**config.mk**
```make
export PLATFORM = sky130hd
export DESIGN_NAME = rf_dump_reader
export DESIGN_NICKNAME = d
export VERILOG_FILES = /design/src/rtl/rf_dbg_pkg.sv /design/src/rtl/word_byte_serializer.sv /design/src/rtl/rf_dump_reader.sv
export SDC_FILE = /design/constraint.sdc
export NUM_CORES = 1
export LEC_CHECK = 0
export CORE_ASPECT_RATIO = 0.8
export CORE_MARGIN = 8
export CORE_UTILIZATION = 53
export DETAILED_ROUTE_END_ITERATION = 8
export PLACE_DENSITY = 0.84
export SETUP_SLACK_MARGIN = 0.1
export SKIP_CTS_REPAIR_TIMING = 1
export SLEW_MARGIN = 30
export SYNTH_ARGS = -nofsm -noshare
export SYNTH_HDL_FRONTEND = slang
export SYNTH_SLANG_ARGS = --single-unit
```
**constraint.sdc**
```tcl
create_clock -name clk -period 3.11 [get_ports clk]
set_input_delay 0.622 -clock clk [delete_from_list [all_inputs] [get_ports clk]]
set_output_delay 0.622 -clock clk [all_outputs]
set_load 0.02 [all_outputs]
```
**src/rtl/rf_dbg_pkg.sv**
```systemverilog
// Shared definitions for the register-file debug dump path: FSM states and default sizing.
package rf_dbg_pkg;

    typedef enum logic [1:0] {
        IDLE = 2'd0,
        LOAD = 2'd1,
        SEND = 2'd2,
        DONE = 2'd3
    } dump_state_e;

    localparam int DEFAULT_NUM_REGS = 32;
    localparam int DEFAULT_SEL_W    = 5;
    localparam int DEFAULT_DATA_W   = 32;
    localparam int BYTES_PER_WORD   = DEFAULT_DATA_W / 8;

    function automatic int bytes_per_word(input int data_w);
        return data_w / 8;
    endfunction

endpackage

```
**src/rtl/word_byte_serializer.sv**
```systemverilog
// Holds one captured word and emits it MSB-first as bytes over valid/ready.
// flush drops any partially sent word and beats a same-cycle handshake.
module word_byte_serializer
    import rf_dbg_pkg::*;
#(
    parameter int DATA_W = DEFAULT_DATA_W
) (
    input  logic              clk,
    input  logic              rst,
    input  logic              load,
    input  logic [DATA_W-1:0] load_data,
    input  logic              flush,
    input  logic              out_ready,
    output logic [7:0]        out_data,
    output logic              out_valid,
    output logic              last_byte_accepted
);

    localparam int BPW   = bytes_per_word(DATA_W);
    localparam int CNT_W = (BPW > 1) ? $clog2(BPW) : 1;
    localparam logic [CNT_W-1:0] LAST_CNT = CNT_W'(BPW - 1);

    logic [DATA_W-1:0] shift_q, shift_d;
    logic [CNT_W-1:0]  byte_cnt_q, byte_cnt_d;
    logic              valid_q, valid_d;
    logic              last_byte;

    assign last_byte          = (byte_cnt_q == LAST_CNT);
    assign last_byte_accepted = valid_q & out_ready & last_byte & ~flush;
    assign out_data           = shift_q[DATA_W-1 -: 8];
    assign out_valid          = valid_q;

    always_comb begin
        shift_d    = shift_q;
        byte_cnt_d = byte_cnt_q;
        valid_d    = valid_q;
        if (flush) begin
            shift_d    = '0;
            byte_cnt_d = '0;
            valid_d    = 1'b0;
        end else if (load) begin
            shift_d    = load_data;
            byte_cnt_d = '0;
            valid_d    = 1'b1;
        end else if (valid_q && out_ready) begin
            shift_d    = shift_q << 8;
            byte_cnt_d = byte_cnt_q + CNT_W'(1);
            if (last_byte) begin
                valid_d = 1'b0;
            end
        end
    end

    always_ff @(posedge clk or posedge rst) begin
        if (rst) begin
            shift_q    <= '0;
            byte_cnt_q <= '0;
            valid_q    <= 1'b0;
        end else begin
            shift_q    <= shift_d;
            byte_cnt_q <= byte_cnt_d;
            valid_q    <= valid_d;
        end
    end

endmodule

```
**src/rtl/rf_dump_reader.sv**
```systemverilog
// Walks the register file debug port over indices 0..NUM_REGS-1 and streams each
// word out as bytes; each register is snapshotted once, in its LOAD cycle.
module rf_dump_reader
    import rf_dbg_pkg::*;
#(
    parameter int NUM_REGS = DEFAULT_NUM_REGS,
    parameter int SEL_W    = DEFAULT_SEL_W,
    parameter int DATA_W   = DEFAULT_DATA_W
) (
    input  logic              clk,
    input  logic              rst,
    input  logic              start,
    input  logic              abort,
    output logic [SEL_W-1:0]  reg_sel,
    input  logic [DATA_W-1:0] reg_data,
    output logic [7:0]        out_data,
    output logic              out_valid,
    input  logic              out_ready,
    output logic              busy,
    output logic              done
);

    localparam logic [SEL_W-1:0] LAST_IDX = SEL_W'(NUM_REGS - 1);

    dump_state_e      state_q, state_d;
    logic [SEL_W-1:0] idx_q, idx_d;
    logic [SEL_W-1:0] reg_sel_q, reg_sel_d;
    logic             ser_load;
    logic             ser_last_accepted;

    word_byte_serializer #(
        .DATA_W (DATA_W)
    ) u_serializer (
        .clk                (clk),
        .rst                (rst),
        .load               (ser_load),
        .load_data          (reg_data),
        .flush              (abort),
        .out_ready          (out_ready),
        .out_data           (out_data),
        .out_valid          (out_valid),
        .last_byte_accepted (ser_last_accepted)
    );

    always_comb begin
        state_d  = state_q;
        idx_d    = idx_q;
        ser_load = 1'b0;
        case (state_q)
            IDLE: begin
                if (start) begin
                    state_d = LOAD;
                    idx_d   = '0;
                end
            end
            LOAD: begin
                ser_load = 1'b1;
                state_d  = SEND;
            end
            SEND: begin
                if (ser_last_accepted) begin
                    if (idx_q == LAST_IDX) begin
                        state_d = DONE;
                    end else begin
                        idx_d   = idx_q + SEL_W'(1);
                        state_d = LOAD;
                    end
                end
            end
            DONE:    state_d = IDLE;
            default: state_d = IDLE;
        endcase
        // abort outranks start in IDLE and any handshake elsewhere
        if (abort) begin
            state_d  = IDLE;
            idx_d    = '0;
            ser_load = 1'b0;
        end
        if (state_d == LOAD) begin
            reg_sel_d = idx_d;
        end else if (state_d == IDLE) begin
            reg_sel_d = '0;
        end else begin
            reg_sel_d = reg_sel_q;
        end
    end

    always_ff @(posedge clk or posedge rst) begin
        if (rst) begin
            state_q   <= IDLE;
            idx_q     <= '0;
            reg_sel_q <= '0;
        end else begin
            state_q   <= state_d;
            idx_q     <= idx_d;
            reg_sel_q <= reg_sel_d;
        end
    end

    assign reg_sel = reg_sel_q;
    assign busy    = (state_q != IDLE);
    assign done    = (state_q == DONE);

endmodule
```
---- After elaboration in Yosys (flattened, before gate mapping) ----
Index checks and enable logic that the tools add are counted.
word-level totals
  bits in read-only memories .............. 0
  latch bits .............................. 0
  input port bits ......................... 37
  memories kept ........................... 0
  flip-flop bits (word level) ............. 47
  bits in writable memories ............... 0
operators by class
  shift-type cells ........................ 0
  multiply operators ...................... 0
  eq/ne operators ......................... 6
  $add $sub $neg .......................... 2
  reductions and logical operators ........ 8
  bitwise gates (word level) .............. 4
  div/mod/pow operators ................... 0
  muxes and demuxes ....................... 24
  magnitude comparators ................... 0
operators by type and width
  operator                                             count
  two-way mux 32 bit                                   3
  two-way mux 5 bit                                    6
  two-way mux 2 bit                                    7
  one-hot mux 5 bit (2 select lines)                   1
  one-hot mux 2 bit (4 select lines)                   1
  equality test 2 bit, second input constant           3
  two-way mux 1 bit                                    6
  nonzero test 3 bit                                   2
  adder 5 x 1 -> 5 bit, second input constant          1
  equality test 5 bit, second input constant           1
  equality test 2 x 1 -> 1 bit, second input constant  2
  logical NOT 2 bit                                    2
  nonzero test 2 bit                                   2
  AND 1 bit                                            3
  adder 2 x 1 -> 2 bit, second input constant          1
  AND reduction 2 bit                                  1
  logical AND 1 bit                                    1
  inverter 1 bit                                       1

---- Logic depth before layout (Yosys ltp) ----
  word-level depth ........................ 9
  mapped depth ............................ 5
  gate-level depth less buffers ........... 5

---- Hierarchy ----
Synthesis repeated with hierarchy kept, for this count alone.
second synthesis, totals
  cell total of the unflattened synthesis .. 271
  area, all modules ....................... 2,752.6 um^2
by module, submodules not included
  module                cells each  times used  area an instance (um^2)  sequential area each (um^2)
  word_byte_serializer  195         1           2,047.0                  875.8
  rf_dump_reader        76          1           705.7                    300.3

---- Worst setup path before layout ----
OpenSTA, ideal clock, no wires.
  kind .................................... register to register
  from .................................... register idx_q[0]
  to ...................................... register reg_sel_q[2] (netlist: reg_sel[2])
  setup time .............................. 0.121 ns
  data required time ...................... 2.989 ns
  period minus slack after synthesis ...... 1.532 ns
  data arrival time ....................... 1.411 ns
  buffers on the path ..................... 0
  cell stages (with the launch flop) ...... 6
  setup slack ............................. 1.578 ns
  path through ............................ dfrtp_1 ha_1 and4_1 o21ai_1 a21oi_2 a22o_1
on the way
  cells in the longest elaborated chain, start to end .. 7
RTL lines
  element                                                            RTL line                                    RTL
  from (decl)                                                        rf_dump_reader.sv:26                        logic [SEL_W-1:0] idx_q, idx_d;
  from (signal assigned)                                             rf_dump_reader.sv:95                        idx_q <= idx_d;
  equality test 5 bit (*)                                            rf_dump_reader.sv:62                        if (idx_q == LAST_IDX) begin
  two-way mux 2 bit (*)                                              rf_dump_reader.sv:62
  two-way mux 2 bit (*)                                              rf_dump_reader.sv:61                        if (ser_last_accepted) begin
  one-hot mux 2 bit (4 select lines) (*)                             rf_dump_reader.sv:49                        case (state_q)
  two-way mux 2 bit (*)                                              rf_dump_reader.sv:74                        if (abort) begin
  via state_d[1]                                                     rf_dump_reader.sv:25                        dump_state_e state_q, state_d;
  equality test 2 x 1 -> 1 bit or logical NOT 2 bit (tied branches)  rf_dump_reader.sv:79, rf_dump_reader.sv:81
  two-way mux 5 bit or nonzero test 2 bit (tied branches)            -
  to (signal assigned)                                               rf_dump_reader.sv:96                        reg_sel_q <= reg_sel_d;
  to (decl)                                                          rf_dump_reader.sv:27                        logic [SEL_W-1:0] reg_sel_q, reg_sel_d;
The timed path passes the listed nets; every way through them passes the cells marked *.
A chain may end at the register's enable or synchronous reset.

---- Worst setup path in the final report ----
  from .................................... register state_q[1]
  to ...................................... output port busy
on the way
  cells in the longest elaborated chain, start to end .. 1
RTL lines
  element                 RTL line               RTL
  from (decl)             rf_dump_reader.sv:25
  from (signal assigned)  rf_dump_reader.sv:94   state_q <= state_d;
  nonzero test 2 bit      rf_dump_reader.sv:101  assign busy = (state_q != IDLE);
  to (decl)               rf_dump_reader.sv:19   output logic busy,
Every way passes these cells.

==> results.yml <==
run_status:
  status: "complete, no violations"
layout:
  drive_above_1_share: 0.1047
  num-nets-final: 296
  syn2layout_area_growth_pct: 27.64
  diodes: 0
  nFillCells: 327
yosys:
  seq_area_frac_synth: 0.5248
  synth_cells: 211
  synth_nets: 250
  syn-cell-area_um2: 2241
  yosys_warnings: 0
  async_flop_share: 1.000
  synth-simple-area-share: 0.1429
  synth_area_per_cell_um2: 10.62
  synth_compound_area_frac: 0.2619
  synthXorXnorAreaFrac: 0.003908
  synth_edf_count: 0
  ys_ff_latch: 47
  synthMuxAreaShare: 0
  ys_types: 45
  synth_fa_ha_area_frac: 0.01117
  synth_top_family_by_area: "compound AO/OA/AOI/OAI gates"
  yosys_most_used_dff: "dfrtp_1"
worst_setup_path:
  path_max_fanout: 10
  critical_path_required_ps: 2490
  cp.arrival_ps: 1650
  cp-start-kind: "flip-flop"
  cpMaxStageDelayCell: "clkdlybuf4s50_1"
  crit_path_end_kind: "primary output"
  cp_top_family: "buffers and inverters"
  path_buf_inv: 1
  crit_chain: "or2_2, clkdlybuf4s50_1"
  max_stage_delay_ps: 540
  path_class: "reg2out"
clocking:
  cts_tree: "built"
  clock_latency_ps: 300
  clock-sinks: 47
  clk_path_buf_depth: 2
  h-tree-depth: 2
  cts_buffers: 5
  clkTransAtPathRegs_ps: 80
  cts_root_buf: "clkbuf_8"
drt:
  post_drt_wl_per_cell_um: 16.36
  via_count: 1787
  drc: 0
  via_per_inst: 5.673
  ant_nets: 0
  routed_wl_mm: 5.152
  first_pass_iters: 4
  drt_iter0_markers: 107
global_route:
  grt_max_degree: 48
  grt_usage: 0.1639
  antenna_found_initial: 0
  grt_first_pass_wirelength_mm: 8.355
  grt_pass1_vias: 1733
  grt_overflow: 0
floorplanning:
  design.core.area_um2: 4125
  io_pins: 53
  die_x_um: 88.70
  fp.dieArea_um2: 6578
  dieHeight_um: 74.16
  rows: 21
  start_util: 0.5432
sta:
  hold_viol_final: 0
  tns_ps: 0
  clock.fmax_mhz: 441.1
  tightest_slew_ps: 578.8
  setup_viol: 0
  slew-limit-headroom: 0.6141
  rsz0062_at_grt: "no"
  finalCritPeriodShare: 0.7290
  skew_ps: 3.209
  final_max_slew_viol_count: 0
  post-route-min-period_ps: 2267
placed_design:
  io_buffers: 52
  place_congestion: 0.8943
  dp_hpwl_mm: 3.721
power_and_ir_drop:
  power_density_nw_per_um2: 486.4
  leakage_nw: 1.211
  peakVddDrop_mv: 0.3532
  power_mw: 1.391
job:
  max-cap-violations: 0
hold_path:
  hp-class: "reg2reg"
==> worst register-to-register path, cell delays in order (launching register included) <==
cell,delay [ps]
dfrtp_1,460
ha_1,290
and4_1,290
o21ai_1,110
a21oi_2,330
a22o_1,200
==> through the flow <==
step                      instance area, um^2  hold slack, ps  instances    util  worst slack (ps)
final                                    2860           481.6        315  0.6934             842.7
after global routing                     2860           522.8        315  0.6934             775.6
after CTS                                2860           488.8        315  0.6934             826.4
after detailed placement                 2756           469.6        307  0.6682             725.1
after global placement                   2756           460.9        307  0.6682             780.4
after floorplan                          2241           460.7        211       -              1372
==> logic make-up (layout without fill, tap and decap cells) <==
kind of cell | Yosys count | count (layout)
xor gates and xnor gates | 1 | 1
and+or+nand+nor | 60 | 60
AOI/OAI and AO/OA | 81 | 81
adders and majority gates | 2 | 2
buffers and inverters | 20 | 67
DFF | 47 | 47
==> report_power, final <==
group | leakage (nW) | switching, mW | internal, mW
Clock | 0.0505 | 0.195 | 0.202
Combinational | 0.540 | 0.132 | 0.154
Sequential | 0.620 | 0.0404 | 0.667
Total | 1.21 | 0.368 | 1.02
==> final cells by class <==
class	instances	area, um^2	area share
Clock buffer	7	96.34	0.03368
Clock inverter	1	7.507	0.002625
Inverter	2	7.507	0.002625
Multi-Input combinational cell	144	943.4	0.3298
Sequential cell	47	1176	0.4112
Tap cell	57	71.32	0.02493
Timing Repair Buffer	57	558.0	0.1951
==> Yosys cell counts (2+ instances only) <==
cell type,count,share of area
nand2_1,30,0.050
nor2b_1,3,0.0084
nor2_1,4,0.0067
a2bb2oi_1,24,0.094
nand3_1,3,0.0067
buf_4,8,0.027
nor3_1,2,0.0045
o2bb2ai_1,2,0.0078
ha_1,2,0.011
a21oi_2,2,0.0078
a22o_1,10,0.039
o21ai_0,23,0.051
clkbuf_1,2,0.0034
nand4_1,2,0.0056
o21ai_1,4,0.0089
a21oi_1,6,0.013
inv_1,2,0.0034
nand2b_1,2,0.0056
a31oi_1,2,0.0056
buf_2,7,0.016
dfrtp_1,47,0.52
==> path summary, 6_finish.rpt <==
check | endpoint | startpoint | cells after the start | slack, ps
worst max-delay path | busy | state_q[1]$_DFF_PP0_ | 2 | 840
worst min-delay path | reg_sel[3]$_DFFE_PP0P_ | reg_sel[3]$_DFFE_PP0P_ | 1 | 480
worst max register to register | reg_sel[2]$_DFFE_PP0P_ | idx_q[0]$_DFF_PP0_ | 5 | 1370
worst min register to register | reg_sel[3]$_DFFE_PP0P_ | reg_sel[3]$_DFFE_PP0P_ | 1 | 480
max in group asynchronous | u_serializer.shift_q[8]$_DFFE_PP0P_ | rst | 3 | 1930
min in group asynchronous | reg_sel[0]$_DFFE_PP0P_ | rst | 3 | 780
==> per-layer routing <==
metal,wire length (um),vias up,global-route usage
met5,0,-,0
met4,70,0,0.06729
met3,380,5,0.04305
met2,2315,52,0.2356
met1,2385,861,0.2273
li1,-,869,-
==> state kept, by name, indices dropped and copies added, names as in the netlist <==
register	flops
u_serializer.shift_q	32
state_q	2
reg_sel	5
u_serializer.out_valid	1
u_serializer.byte_cnt_q	2
idx_q	5
==> layout by cell type, fill, tap and decap left out, types with 2 or more instances in the layout <==
cell type	n
dfrtp_1	47
nor3_1	2
clkbuf_8	7
nand2_1	30
a22o_1	10
o2bb2ai_1	2
nand3_1	3
a21oi_1	6
ha_1	2
a2bb2oi_1	24
nor2_1	3
nand4_1	2
a31oi_1	2
nand2b_1	2
a21oi_2	2
buf_4	5
nor2b_1	3
o21ai_0	23
o21ai_1	4
clkdlybuf4s50_1	52
Note: power is estimated with default switching activity, not from simulation.
